### config.mk
export PLATFORM = sky130hd
export DESIGN_NAME = wt_load_ctrl
export DESIGN_NICKNAME = d
export VERILOG_FILES = /design/src/rtl/wt_load_ctrl.sv
export SDC_FILE = /design/constraint.sdc
export NUM_CORES = 1
export LEC_CHECK = 0
export ABC_CLOCK_PERIOD_IN_PS = 4200
export CAP_MARGIN = 15
export CORE_UTILIZATION = 40
export DETAILED_ROUTE_END_ITERATION = 10
export PLACE_DENSITY = 0.75
export SLEW_MARGIN = 10
export SYNTH_ARGS = -nofsm -noshare
export SYNTH_HDL_FRONTEND = slang
export SYNTH_SLANG_ARGS = --single-unit
### constraint.sdc
create_clock -name clk -period 4.2 [get_ports clk]
set_input_delay 0.84 -clock clk [delete_from_list [all_inputs] [get_ports clk]]
set_output_delay 0.84 -clock clk [all_outputs]
set_load 0.1 [all_outputs]
### src/rtl/wt_load_ctrl.sv
// Weight loader: streams CONF_PE_ROW x K buffer words per kernel group into the PE
// matrix, one row at a time, then commits the group and waits for the matrix to ack.
module wt_load_ctrl #(
    parameter int CONF_PE_ROW       = 4,
    parameter int CONF_PE_COL       = 4,
    parameter int CONF_WT_BUF_DEPTH = 512,
    parameter int BIT_WIDTH         = 8,
    localparam int AW = $clog2(CONF_WT_BUF_DEPTH),
    localparam int DW = CONF_PE_COL * BIT_WIDTH,
    localparam int RW = (CONF_PE_ROW > 1) ? $clog2(CONF_PE_ROW) : 1
) (
    input  logic                   clk,
    input  logic                   rst,
    input  logic                   start,
    input  logic                   kernel_mode,
    input  logic [7:0]             group_num,
    input  logic [AW-1:0]          base_addr,
    output logic                   busy,
    output logic                   done,
    output logic                   wt_rd_en,
    output logic [AW-1:0]          wt_rd_addr,
    input  logic [DW-1:0]          wt_rd_data,
    output logic                   pe_wt_we,
    output logic [CONF_PE_ROW-1:0] pe_row_sel,
    output logic [4:0]             pe_wt_idx,
    output logic [2:0]             pe_wt_mode,
    output logic [DW-1:0]          pe_wt_data,
    output logic                   pe_wt_commit,
    input  logic                   pe_wt_ack
);

    typedef enum logic [2:0] {IDLE, FETCH, DRAIN, WAIT_ACK, DONE} state_t;
    typedef enum logic [2:0] {
        A_MODE = 3'd0, B_MODE = 3'd1, C_MODE = 3'd2, D_MODE = 3'd3, E_MODE = 3'd4
    } PE_weight_mode_t;

    state_t                 state_q, state_d;
    logic                   mode5_q;
    logic [7:0]             gnum_q, grp_q;
    logic [AW-1:0]          addr_q;
    logic [4:0]             tap_q;
    logic [RW-1:0]          row_q;
    logic                   we_q, commit_q;
    logic [CONF_PE_ROW-1:0] row_sel_q;
    logic [4:0]             idx_q;
    logic [2:0]             wmode_q;

    logic tap_last, row_last, rd_fire;

    function automatic PE_weight_mode_t tap_mode(input logic k5, input logic [4:0] t);
        if (!k5)           return E_MODE;
        else if (t < 5'd9)  return A_MODE;
        else if (t < 5'd15) return B_MODE;
        else if (t < 5'd21) return C_MODE;
        else                return D_MODE;
    endfunction

    assign tap_last = (tap_q == (mode5_q ? 5'd24 : 5'd8));
    assign row_last = (row_q == RW'(CONF_PE_ROW - 1));
    assign rd_fire  = (state_q == FETCH);

    always_comb begin
        state_d = state_q;
        case (state_q)
            IDLE:     if (start) state_d = (group_num == 8'd0) ? DONE : FETCH;
            FETCH:    if (tap_last && row_last) state_d = DRAIN;
            DRAIN:    state_d = WAIT_ACK;
            WAIT_ACK: if (pe_wt_ack)
                          state_d = (({1'b0, grp_q} + 9'd1) < {1'b0, gnum_q}) ? FETCH : DONE;
            DONE:     state_d = IDLE;
            default:  state_d = IDLE;
        endcase
    end

    always_ff @(posedge clk) begin
        if (rst) begin
            state_q   <= IDLE;
            mode5_q   <= 1'b0;
            gnum_q    <= '0;
            grp_q     <= '0;
            addr_q    <= '0;
            tap_q     <= '0;
            row_q     <= '0;
            we_q      <= 1'b0;
            commit_q  <= 1'b0;
            row_sel_q <= '0;
            idx_q     <= '0;
            wmode_q   <= '0;
        end else begin
            state_q  <= state_d;
            commit_q <= (state_q == DRAIN);
            // Tags ride one cycle behind the read so they line up with returning data.
            we_q      <= rd_fire;
            row_sel_q <= rd_fire ? (CONF_PE_ROW'(1) << row_q) : '0;
            idx_q     <= rd_fire ? tap_q : '0;
            wmode_q   <= rd_fire ? 3'(tap_mode(mode5_q, tap_q)) : '0;

            case (state_q)
                IDLE: if (start) begin
                    mode5_q <= kernel_mode;
                    gnum_q  <= group_num;
                    addr_q  <= base_addr;
                    tap_q   <= '0;
                    row_q   <= '0;
                    grp_q   <= '0;
                end
                FETCH: begin
                    addr_q <= (addr_q == AW'(CONF_WT_BUF_DEPTH - 1)) ? '0 : addr_q + AW'(1);
                    if (tap_last) begin
                        tap_q <= '0;
                        row_q <= row_last ? '0 : row_q + RW'(1);
                    end else begin
                        tap_q <= tap_q + 5'd1;
                    end
                end
                WAIT_ACK: if (pe_wt_ack) grp_q <= grp_q + 8'd1;
                default: ;
            endcase
        end
    end

    assign busy         = (state_q == FETCH) || (state_q == DRAIN) || (state_q == WAIT_ACK);
    assign done         = (state_q == DONE);
    assign wt_rd_en     = rd_fire;
    assign wt_rd_addr   = rd_fire ? addr_q : '0;
    assign pe_wt_we     = we_q;
    assign pe_row_sel   = row_sel_q;
    assign pe_wt_idx    = idx_q;
    assign pe_wt_mode   = wmode_q;
    assign pe_wt_data   = we_q ? wt_rd_data : '0;
    assign pe_wt_commit = commit_q;

endmodule
==> metrics.yaml <==
timing:
  finalClockSkew_ns: 0.0152
  fin_crit_sh: 0.757
  hold_viol: 0
  tns_ns: 0
  slew_headroom: 0.339
  rsz0062_at_grt: "false"
  fmax_mhz: 314
  worst_pin_slew_ns: 0.988
  period_needed_ns: 3.18
  layout_setup_ws_ns: 1.02
  setup_viol: 0
  report.final.slew_viol_count: 0
floorplan:
  start_util: 0.425
  coreArea_um2: 6490
  die_w_um: 85.1
  io_pins: 112
  dieArea_um2: 7240
  fp-row-count: 29
  fp.dieH_um: 85.1
worst_setup_path:
  arrival_ns: 2.34
  critPathMaxFanout: 15
  reg2reg_depth: 7
  worstSetupStartpointType: "flop"
  r2r_setup_slack_ns: 1.68
  r2r-start: "addr_q[0]"
  worstPathRequired_ns: 3.36
  path_class: "reg2out"
  critPathCapture: "busy"
  critPathCaptureType: "output pin"
  crit_start: "state_q[0]"
  reg2reg_to: "addr_q[6]"
yosys:
  synth_nets: 410
  ys_warn_count: 0
  synth_xor_xnor_area_share: 0.0222
  synth_top_family_by_area: "simple AND/OR/NAND/NOR gates"
  synth-compound-area-share: 0.170
  synth_edf_count: 0
  synth_seq_cells: 50
  yosys.area_share.simple: 0.321
  yosysUniqueCellTypes: 53
  synth.mux.area_fraction: 0.0109
  ys.flop_type: "dfxtp_1"
  yosysSeqAreaShare: 0.362
  async_reset_ff_frac: 0
  synth_cells: 343
  syn_avg_cell_area_um2: 8.05
  synthAdderAreaFrac: 0.0589
  syn_area_um2: 2760
finish:
  n_antenna_cell: 0
  nFillCells: 612
  nNetsFinal: 509
  syn_to_final_growth_pct: 40.8
  final_layout_size_suffix_gt1_frac: 0.140
  mostFrequentLayoutCells: "clkdlybuf4s50_1 (69), dfxtp_1 (50), buf_4 (45), and2_1 (42), nand2_1 (37)"
  final_common_cell: "clkdlybuf4s50_1"
grt:
  track_usage: 0.214
  grt_max_degree: 34
  grt_pass1_wl_mm: 12.3
  grt_pass1_vias: 2578
  grt.overflow.total: 0
  antenna_found_initial: 0
worst_hold_path:
  min_path_cells: 2
  hp-class: "reg2reg"
cts:
  clk_pin_slew_worst_paths_ns: 0.10
  clock_path_buffers: 2
  cts_root_buffer: "clkbuf_8"
  ctsResizeCount: 0
  htree_levels: 2
  insertion_delay_ns: 0.32
  cts_tree: "built"
  clock-sinks: 50
  cts_setup_buffers: 0
  cts_buffers: 5
  cts_hold_buf: 0
detailed_routing:
  drt_wl_total_mm: 7.52
  drc: 0
  routedWlPerCell_um: 14.5
  antenna_left: 0
  vias_per_cell: 5.33
  first_pass_iters: 4
  num_vias: 2774
  drt_iter0_markers: 92
pwr:
  leakagePower_nw: 1.63
  p_per_area_nw_per_um2: 284
  ir_drop_uv: 159
status:
  status: "finished clean"
placement:
  dp_hpwl_mm: 5.83
  place.gp.congestion: 0.823
  dpl_worst_slack_ns: 1.38
  port_buffers: 111
job:
  maxCapViolCount: 0
-- stage by stage --
step	cells	hold slack (ns)	util	instance area (um^2)	power, mW
6_report	520	0.460	0.599	3890	1.10
2_1_floorplan	343	0.436	-	2760	0.713
3_5_place_dp	512	0.448	0.584	3790	0.815
4_1_cts	520	0.462	0.599	3890	1.11
5_1_grt	520	0.492	0.599	3890	1.16
3_3_place_gp	512	0.444	0.584	3790	0.812
-- routing by layer --
metal / track usage / vias up / wire (um)
met5: 0 / - / 0
met4: 0.0986 / 0 / 212
met3: 0.0428 / 12 / 548
li1: - / 1398 / -
met2: 0.370 / 106 / 3540
met1: 0.255 / 1258 / 3220
-- registers in the layout (all words and copies together), names as in the netlist --
signal	cells
pe_wt_commit	1
pe_wt_idx	5
grp_q	8
addr_q	9
state_q	3
pe_wt_we	1
mode5_q	1
row_q	2
tap_q	5
gnum_q	8
pe_wt_mode	3
pe_row_sel	4
-- critical path, stage by stage (launching register included) --
cell             delay [ns]
dfxtp_1                0.62
nor2_1                 0.10
nor2_1                 0.15
clkdlybuf4s50_1        1.15
-- where the power goes --
group          internal, mW  switching (mW)  total [mW]  leakage (nW)
Clock                 0.124           0.176       0.299        0.0502
Combinational         0.101           0.199       0.299          1.17
Sequential            0.489          0.0155       0.505         0.407
-- cell usage after synthesis (2+ instances only) --
| master | count | area share |
|---|---|---|
| or3_1 | 2 | 0.0045 |
| dfxtp_1 | 50 | 0.36 |
| nor4_1 | 4 | 0.0091 |
| ha_1 | 13 | 0.059 |
| mux2i_1 | 3 | 0.011 |
| xor2_1 | 4 | 0.013 |
| a41oi_1 | 3 | 0.0095 |
| nand2_1 | 37 | 0.050 |
| o21a_1 | 3 | 0.0082 |
| nand3_1 | 10 | 0.018 |
| nor3b_1 | 4 | 0.011 |
| o21ai_0 | 11 | 0.020 |
| clkbuf_1 | 17 | 0.023 |
| xnor2_1 | 3 | 0.0095 |
| and3_1 | 12 | 0.027 |
| buf_2 | 4 | 0.0072 |
| inv_1 | 14 | 0.019 |
| a311oi_1 | 5 | 0.016 |
| a22oi_1 | 2 | 0.0054 |
| nor3_1 | 6 | 0.011 |
| o221ai_1 | 3 | 0.0095 |
| nor2_1 | 25 | 0.034 |
| a31oi_1 | 4 | 0.0091 |
| or3b_1 | 2 | 0.0063 |
| nand3b_1 | 5 | 0.014 |
| a21oi_1 | 28 | 0.051 |
| and2_1 | 42 | 0.095 |
| nand4_1 | 2 | 0.0045 |
-- worst min-delay path by stage --
stage,startpoint,slack [ns],endpoint
3_3_place_gp,gnum_q[7],0.44,gnum_q[7]
5_1_grt,gnum_q[6],0.49,gnum_q[6]
3_5_place_dp,gnum_q[7],0.45,gnum_q[7]
6_report,gnum_q[7],0.46,gnum_q[7]
2_1_floorplan,gnum_q[1],0.44,gnum_q[1]
4_1_cts,gnum_q[7],0.46,gnum_q[7]
-- cell families (layout without fill, tap and decap cells) --
group / count (synthesis) / in the layout
compound gates: 72 / 72
fa+ha+maj: 13 / 13
mux: 3 / 3
buf+inv: 37 / 137
flops: 50 / 50
xor+xnor: 7 / 7
simple gates: 161 / 161
-- area by class of cell --
type	count	area, um^2	share of cell area
clock buffer	5	68.8	0.0177
multi-input combinational	256	1610	0.414
sequential	50	1000	0.257
clock inverter	3	28.8	0.00740
timing repair buffer	114	1030	0.264
inverter	15	56.3	0.0145
tap	77	96.3	0.0248
(Power assumes the default switching activity.)
